**src/rtl/fre_div_pkg.sv**
```systemverilog
// Shared types and helpers for the multi-channel frequency divider.
//   CNT_W     : storage width of a channel config (CNT_WIDTH of the top
//               must not exceed it)
//   DIV_MIN   : smallest legal period in sclk cycles
//   ch_cfg_t  : {div, high} pair held as active or shadow config
//   cfg_valid : legality of a requested {div, high} pair
package fre_div_pkg;

  localparam int CNT_W   = 32;
  localparam int DIV_MIN = 2;

  typedef struct packed {
    logic [CNT_W-1:0] div;
    logic [CNT_W-1:0] high;
  } ch_cfg_t;

  function automatic logic cfg_valid(input logic [CNT_W-1:0] div,
                                     input logic [CNT_W-1:0] high);
    return (div >= CNT_W'(DIV_MIN)) && (high <= div);
  endfunction

endpackage

```
**src/rtl/fre_div_ch.sv**
```systemverilog
// One divider channel: period counter, active and shadow config, pending
// flag and the registered div_clk / tick outputs.
//   clk_i, rst_i : clock, synchronous active-high reset
//   en_i         : channel enable; low parks the counter at 0
//   sync_i       : restart the period on the next edge
//   wr_i         : accepted write targeting this channel (already checked)
//   wr_cfg_i     : config carried by that write
//   pending_o    : shadow holds a config not yet applied
//   div_clk_o    : high for the first 'high' cycles of each period
//   tick_o       : one-cycle pulse at period start
module fre_div_ch
  import fre_div_pkg::*;
#(
  parameter int unsigned DEF_DIV  = 125000000,
  parameter int unsigned DEF_HIGH = 62500000
) (
  input  logic    clk_i,
  input  logic    rst_i,
  input  logic    en_i,
  input  logic    sync_i,
  input  logic    wr_i,
  input  ch_cfg_t wr_cfg_i,
  output logic    pending_o,
  output logic    div_clk_o,
  output logic    tick_o
);

  localparam ch_cfg_t DEF_CFG = '{div: CNT_W'(DEF_DIV), high: CNT_W'(DEF_HIGH)};

  logic [CNT_W-1:0] cnt_q, cnt_d;
  ch_cfg_t          act_q, act_d, shd_q, shd_d;
  logic             pend_q, pend_d;
  logic             clk_q, clk_d, tick_q, tick_d;
  logic             wrap;

  always_comb begin
    cnt_d  = '0;
    act_d  = act_q;
    shd_d  = shd_q;
    pend_d = pend_q;
    clk_d  = 1'b0;
    tick_d = 1'b0;
    wrap   = (cnt_q == act_q.div - CNT_W'(1));

    // Outputs reflect the counter value at this edge, so they trail cnt
    // by one cycle; sync and disable both park the counter at zero.
    if (en_i && !sync_i) begin
      clk_d  = (cnt_q < act_q.high);
      tick_d = (cnt_q == '0);
      cnt_d  = wrap ? '0 : cnt_q + CNT_W'(1);
    end

    // Shadow only swaps in at a period boundary (or while idle), so a
    // running period is never cut short or stretched.
    if (pend_q && (!en_i || sync_i || wrap)) begin
      act_d  = shd_q;
      pend_d = 1'b0;
    end

    // A write in the same cycle as an application lands after it: the old
    // shadow goes active and the new one waits for the next boundary.
    if (wr_i) begin
      shd_d  = wr_cfg_i;
      pend_d = 1'b1;
    end
  end

  always_ff @(posedge clk_i) begin
    if (rst_i) begin
      cnt_q  <= '0;
      act_q  <= DEF_CFG;
      shd_q  <= DEF_CFG;
      pend_q <= 1'b0;
      clk_q  <= 1'b0;
      tick_q <= 1'b0;
    end else begin
      cnt_q  <= cnt_d;
      act_q  <= act_d;
      shd_q  <= shd_d;
      pend_q <= pend_d;
      clk_q  <= clk_d;
      tick_q <= tick_d;
    end
  end

  assign pending_o = pend_q;
  assign div_clk_o = clk_q;
  assign tick_o    = tick_q;

endmodule

```
**src/rtl/multi_fre_div.sv**
```systemverilog
// Multi-channel programmable divided-clock / tick generator.
//   sclk, rst  : system clock, synchronous active-high reset
//   en         : per-channel enable
//   sync       : realign all enabled channels to a period start
//   cfg_wr     : single-cycle write strobe for {cfg_div, cfg_high} to cfg_ch
//   cfg_err    : one-cycle pulse after a rejected write
//   pending    : per-channel shadow config waiting for a period boundary
//   div_clk    : per-channel divided output (registered)
//   tick       : per-channel period-start pulse (registered)
module multi_fre_div
  import fre_div_pkg::*;
#(
  parameter int          CH_NUM    = 4,
  parameter int          CNT_WIDTH = 32,
  parameter int unsigned DEF_DIV   = 125000000,
  parameter int unsigned DEF_HIGH  = 62500000,
  localparam int         CH_W      = (CH_NUM > 1) ? $clog2(CH_NUM) : 1
) (
  input  logic                 sclk,
  input  logic                 rst,
  input  logic [CH_NUM-1:0]    en,
  input  logic                 sync,
  input  logic                 cfg_wr,
  input  logic [CH_W-1:0]      cfg_ch,
  input  logic [CNT_WIDTH-1:0] cfg_div,
  input  logic [CNT_WIDTH-1:0] cfg_high,
  output logic                 cfg_err,
  output logic [CH_NUM-1:0]    pending,
  output logic [CH_NUM-1:0]    div_clk,
  output logic [CH_NUM-1:0]    tick
);

  // One extra bit so CH_NUM itself is representable when it is a power of 2.
  localparam logic [CH_W:0] CH_LIM = (CH_W+1)'(CH_NUM);

  ch_cfg_t wr_cfg;
  logic    ch_ok, wr_ok;
  logic    cfg_err_q, cfg_err_d;

  assign wr_cfg    = '{div: CNT_W'(cfg_div), high: CNT_W'(cfg_high)};
  assign ch_ok     = ({1'b0, cfg_ch} < CH_LIM);
  assign wr_ok     = cfg_wr && ch_ok && cfg_valid(wr_cfg.div, wr_cfg.high);
  assign cfg_err_d = cfg_wr && !wr_ok;

  always_ff @(posedge sclk) begin
    if (rst) cfg_err_q <= 1'b0;
    else     cfg_err_q <= cfg_err_d;
  end

  assign cfg_err = cfg_err_q;

  for (genvar i = 0; i < CH_NUM; i++) begin : g_ch
    fre_div_ch #(
      .DEF_DIV  (DEF_DIV),
      .DEF_HIGH (DEF_HIGH)
    ) u_ch (
      .clk_i     (sclk),
      .rst_i     (rst),
      .en_i      (en[i]),
      .sync_i    (sync),
      .wr_i      (wr_ok && (cfg_ch == CH_W'(i))),
      .wr_cfg_i  (wr_cfg),
      .pending_o (pending[i]),
      .div_clk_o (div_clk[i]),
      .tick_o    (tick[i])
    );
  end

endmodule

```
**config.mk**
```make
export PLATFORM = sky130hd
export DESIGN_NAME = multi_fre_div
export DESIGN_NICKNAME = d
export VERILOG_FILES = /design/src/rtl/fre_div_pkg.sv /design/src/rtl/fre_div_ch.sv /design/src/rtl/multi_fre_div.sv
export SDC_FILE = /design/constraint.sdc
export NUM_CORES = 2
export LEC_CHECK = 0
export BUFFER_PORTS_ARGS = -buffer_cell sky130_fd_sc_hd__buf_2
export CAP_MARGIN = 20
export CELL_PAD_IN_SITES_DETAIL_PLACEMENT = 1
export CELL_PAD_IN_SITES_GLOBAL_PLACEMENT = 1
export CORE_MARGIN = 3
export CORE_UTILIZATION = 44
export CTS_CLUSTER_SIZE = 12
export DETAILED_ROUTE_END_ITERATION = 10
export PLACE_DENSITY = 0.8
export SKIP_CTS_REPAIR_TIMING = 1
export SLEW_MARGIN = 30
export SYNTH_ARGS = -nofsm -noshare
export SYNTH_HDL_FRONTEND = slang
export SYNTH_HIERARCHICAL = 1
export SYNTH_SLANG_ARGS = --single-unit
```
**constraint.sdc**
```tcl
create_clock -name sclk -period 3.3 [get_ports sclk]
set_input_delay 0.495 -clock sclk [delete_from_list [all_inputs] [get_ports sclk]]
set_output_delay 0.495 -clock sclk [all_outputs]
set_load 0.02 [all_outputs]
```
[Word-level counts from Yosys, hierarchy flattened]
Cells that the tools add are included.
Storage, ports and cells
  flip-flop bits (word level): 653
  output and inout bits: 13
  word-level logic and storage cells: 112
Operators by class
  add/sub/neg operators: 8
  order comparisons: 6
  equal/unequal tests: 7
  mux-type cells: 8
  bitwise gates (word level): 4
  reductions and logical operators: 46
Operator list (count)
  32-bit by 1-bit adder with 32-bit output, second input constant: 4
  32-bit equality test: 4
  32-bit logical NOT: 4
  32-bit less-than comparator: 4
  32-bit by 1-bit subtractor with 32-bit output, second input constant: 4
  32-bit by 2-bit >= comparator with 1-bit output, second input constant: 1
  32-bit less-or-equal comparator: 1
  1-bit logical AND: 15
  3-bit OR reduction: 4
  1-bit logical OR: 8
  1-bit two-way mux: 8
  2-bit nonzero test: 4
  2-bit OR reduction: 4
  1-bit logical NOT: 6
  2-bit equality test, second input constant: 2
  1-bit NOT: 4
  2-bit by 1-bit equality test with 1-bit output, second input constant: 1
  2-bit logical NOT: 1

[Depth between registers and ports, before layout]
  depth in word-level cells: 6
  depth in mapped cells: 13

[Cells and area by module]
Netlist, hierarchy kept.
Modules (own cells, without submodules)
  fre_div_ch: times used 4, cells an instance 1236, area an instance 10052.1 um^2
  multi_fre_div: times used 1, cells an instance 130, area an instance 970.9 um^2

[Least setup slack after synthesis]
Ideal clock, no wire load.
  path kind: register to register
  start: register g_ch[0].u_ch/act_q[37] in the netlist's numbering
  end: register g_ch[0].u_ch/act_q[50] in the netlist's numbering
  data arrival time: 3.517 ns
  path slack: -0.312 ns
  stages on the path, launching flop included: 13
  clock period less this slack: 3.612 ns
  path through: dfxtp_1 clkbuf_1 or4_1 clkbuf_1 or4_1 nor4_1 xnor2_1 o2111ai_1 or4b_1 or2_1 buf_6 buf_6 o311ai_1
Between the ends
  word-level cells in the longest chain between the ends: 4
RTL lines
  start, declared: line fre_div_ch.sv:31  | ch_cfg_t act_q, act_d, shd_q, shd_d;
  start signal, assigned: line fre_div_ch.sv:78  | act_q <= act_d;
  32-bit by 1-bit subtractor with 32-bit output: line fre_div_ch.sv:43  | wrap = (cnt_q == act_q.div - CNT_W'(1));
  32-bit equality test: line fre_div_ch.sv:43
  1-bit logical OR: line fre_div_ch.sv:55  | if (pend_q && (!en_i || sync_i || wrap)) begin
  1-bit logical AND: line fre_div_ch.sv:55
Every way passes these cells.
A chain may end at the register's enable or synchronous reset.

[Worst setup path in the final report]
  start: register g_ch[1].u_ch/act_q[34] in the netlist's numbering
  end: register g_ch[1].u_ch/act_q[29] in the netlist's numbering
Between the ends
  word-level cells in the longest chain between the ends: 4
RTL lines (line)
  start, declared: fre_div_ch.sv:31
  start signal, assigned: fre_div_ch.sv:78
  32-bit by 1-bit subtractor with 32-bit output: fre_div_ch.sv:43
  32-bit equality test: fre_div_ch.sv:43
  1-bit logical OR: fre_div_ch.sv:55
  1-bit logical AND: fre_div_ch.sv:55
Every way passes these cells.

==> out/results.txt <==
Status = complete, but fails checks
Failing checks = negative setup slack
Final std cells w/o fill = 6618
RSZ-0062 raised after global routing = yes
Final core occ = 57.1%
Achievable frequency = 252 MHz
Final Hold Viols = 0
Final nets = 5542
CTS buffer count = 77
Clock Latency Late Sink = 660 ps
Total leakage power = 19.7 nW
Relative slew margins = 43.1%
Syn-to-layout area delta = 27.9%
Post-route ant nets = 0
Crit end category = flop
Critical path's most frequent cell = or4_4
DR WL/cell = 28.7 um
Fraction of the mapped netlist area in simple logic gates = 28.2%
TritonCTS clock tree = yes
Vias in the first global route = 41.6k
Worst Path Max Fanout = 65
Clk root buf = clkbuf_16
CP required = 3810 ps
Pwr Total = 18.7 mW
DR DRC count = 0
Combinational family with the most area after synthesis = simple AND/OR/NAND/NOR gates
Die area = 0.0973 mm^2
Max Clock Skew = 33.9 ps
Largest area contributor in the netlist = dfxtp_1
Grt ovf = 0
Post-route minimum period = 3970 ps
Async SR Flop Fraction = 0%
Peak supply drop = 0.000525 V
Net Count, Synth = 5316
Mapped Cells = 5074
Synth Area in XOR/XNOR = 5.53%
Starting Density = 44.7%
Adder-cell share of the synthesized area = 5.10%
Via count = 44.4k
CP arrival = 4480 ps
Routed wire length = 190000 um
WHS = 274 ps
Placeable Area = 0.0922 mm^2
Iteration-0 DRC Markers = 4687
Worst path max stage delay = 610 ps
HPWL Detailed = 115000 um
Final Max Slew Viols = 0
Placed cell count = 6410
Syn avg cell area = 8.12 um^2
Mux share of post-synthesis cell area = 4.30%
Sequential area share after synthesis = 31.7%
Cell Chain, Critical Path = or4_4 > or4_4 > buf_4 > nor3_2 > xnor2_1 > a32o_1 > or4b_4 > buf_12 > o21ai_0 > o311ai_2
Crit Path Category = reg -> reg
First-pass GRT wire length = 251000 um
IO Port Bufs = 86
Clk sink count = 653
GP Congestion = 0.927
Setup ws final = -668 ps
Yosys warning count = 6
Cell variety after synth = 67
Reg clk slew, reported paths = 70 ps
Clock Tree Buf Depth = 3
Fin crit share = 120%
PwrDens = 356 mW/mm^2
Crit start category = flop
Synth Register Bits = 653
Pin count of the biggest net entering global routing = 160
Final setup fails = 388
Ports = 87
Total track usage = 32.4%
Critical-path top delay cell = or4_4
Share of post-route cells with drive strength above 1 = 23.0%
Top cell type's share of synthesized area = 31.7%
Max-Cap Viols = 0
Hold crit path type = in -> reg
Compound-gate portion of the synthesized area = 18.4%
Most frequent cells after synthesis = 653 x dfxtp_1, 441 x nor3_1, 412 x clkbuf_1, 326 x nor2_1, 251 x nand2_1
Std-Cell Rows = 111
Number of vias per cell = 6.71
Synthesized area = 0.0412 mm^2
Most frequent cell after synthesis = dfxtp_1
Number of synthesized flops with an enable pin = 0
Chip width = 312 um
H-tree depth = 3
Die height = 312 um
Top_reg_cell synth = dfxtp_1
Worst-Margin Slew = 854 ps
Initial DRT Pass Iterations = 6
Largest cells by area after synthesis = dfxtp_1 32%, nor3_1 5.4%, ha_1 5.1%, mux2i_1 4.1%, clkbuf_1 3.8%
Initial antenna violation count = 13
==> placed cells by master, fill, tap and decap left out, types with 36 or more instances in the layout <==
cell type | Yosys | final
o31a_1 | 80 | 80
nor3b_1 | 157 | 154
nor4_4 | 0 | 68
nor3_1 | 441 | 436
nand4_1 | 58 | 58
a211oi_2 | 5 | 92
o311ai_1 | 140 | 62
and3_1 | 36 | 36
dfxtp_1 | 653 | 632
o311ai_4 | 0 | 55
o31ai_1 | 128 | 125
or3_1 | 192 | 192
nor4_1 | 174 | 71
buf_4 | 0 | 448
xnor2_1 | 136 | 133
buf_2 | 28 | 85
a21oi_1 | 67 | 67
xor2_1 | 124 | 124
buf_12 | 0 | 53
o21ai_0 | 198 | 117
mux2i_1 | 168 | 167
ha_1 | 168 | 168
nand2b_1 | 129 | 125
nand2_1 | 251 | 251
nand3_1 | 74 | 74
o21ai_1 | 0 | 41
clkbuf_16 | 0 | 103
inv_1 | 188 | 188
nor2b_1 | 116 | 112
nor2_1 | 326 | 322
nor4_2 | 4 | 39
o311ai_2 | 0 | 39
a21o_1 | 67 | 67
a211o_1 | 120 | 120
==> metrics by stage <==
stage / setup TNS [ps] / setup slack, ps / area, um^2
floorplan: -40940 / -218 / 42700
global placement: -152540 / -514 / 46700
detailed placement: -178280 / -589 / 46700
CTS: -150160 / -650 / 49300
global route: -155100 / -660 / 52600
finish: -138530 / -668 / 52700
==> per-layer routing <==
layer  GRT usage [%]  wire [um]  up-vias
met5               0         95        -
met4            16.0      13600        4
met3            6.01      17900      788
met2            51.5      86100     2325
met1            42.1      72300    22200
li1                -          -    19200
==> cell type report <==
| class | instances | area (um^2) |
|---|---|---|
| clock buffers | 110 | 2270 |
| repair buffers | 635 | 5770 |
| inverters | 188 | 706 |
| clock inverters | 28 | 304 |
| fillers | 10500 | 39600 |
| flip-flops and latches | 653 | 13100 |
| multi-input cells | 3745 | 28900 |
| well taps | 1243 | 1560 |
| diodes | 16 | 40.0 |
==> path summary, 6_finish.rpt <==
kind	start	end	slack (ps)	cells after the start
hold / removal	cfg_high[16]	g_ch[1].u_ch/shd_q[16]	270	2
setup / recovery	g_ch[1].u_ch/act_q[34]	g_ch[1].u_ch/act_q[29]	-670	10
hold reg to reg	g_ch[1].u_ch/shd_q[61]	g_ch[1].u_ch/shd_q[61]	490	2
setup reg to reg	g_ch[1].u_ch/act_q[34]	g_ch[1].u_ch/act_q[29]	-670	10
==> worst max-delay path, delay by kind of cell (launching register included) <==
family	cells	cell delay, ps
buffers and inverters	2	400
AO/OA/AOI/OAI	3	830
flip-flops	1	320
AND/OR/NAND/NOR	4	1960
XOR/XNOR	1	170
==> registers in the layout (all words and copies together), names as in the netlist <==
register             count
g_ch.u_ch/cnt_q        128
g_ch.u_ch/tick_o         4
cfg_err                  1
g_ch.u_ch/pending_o      4
g_ch.u_ch/shd_q        256
g_ch.u_ch/div_clk_o      4
g_ch.u_ch/act_q        256
==> where the power goes <==
group | switching (mW) | internal (mW) | total (mW) | leakage, nW
Clock | 3.83 | 5.18 | 9.01 | 1.28
Combinational | 1.14 | 0.464 | 1.60 | 13.2
Sequential | 0.115 | 8.01 | 8.13 | 5.29
Total | 5.08 | 13.7 | 18.7 | 19.7
==> cell families after synthesis <==
logic type                 Yosys count
AOI/OAI and AO/OA                 1027
buffers and inverters              680
xor gates and xnor gates           260
DFF                                653
and+or+nand+nor                   2110
muxes                              176
adders and majority gates          168
No activity file was read; power rests on OpenSTA's default activity.
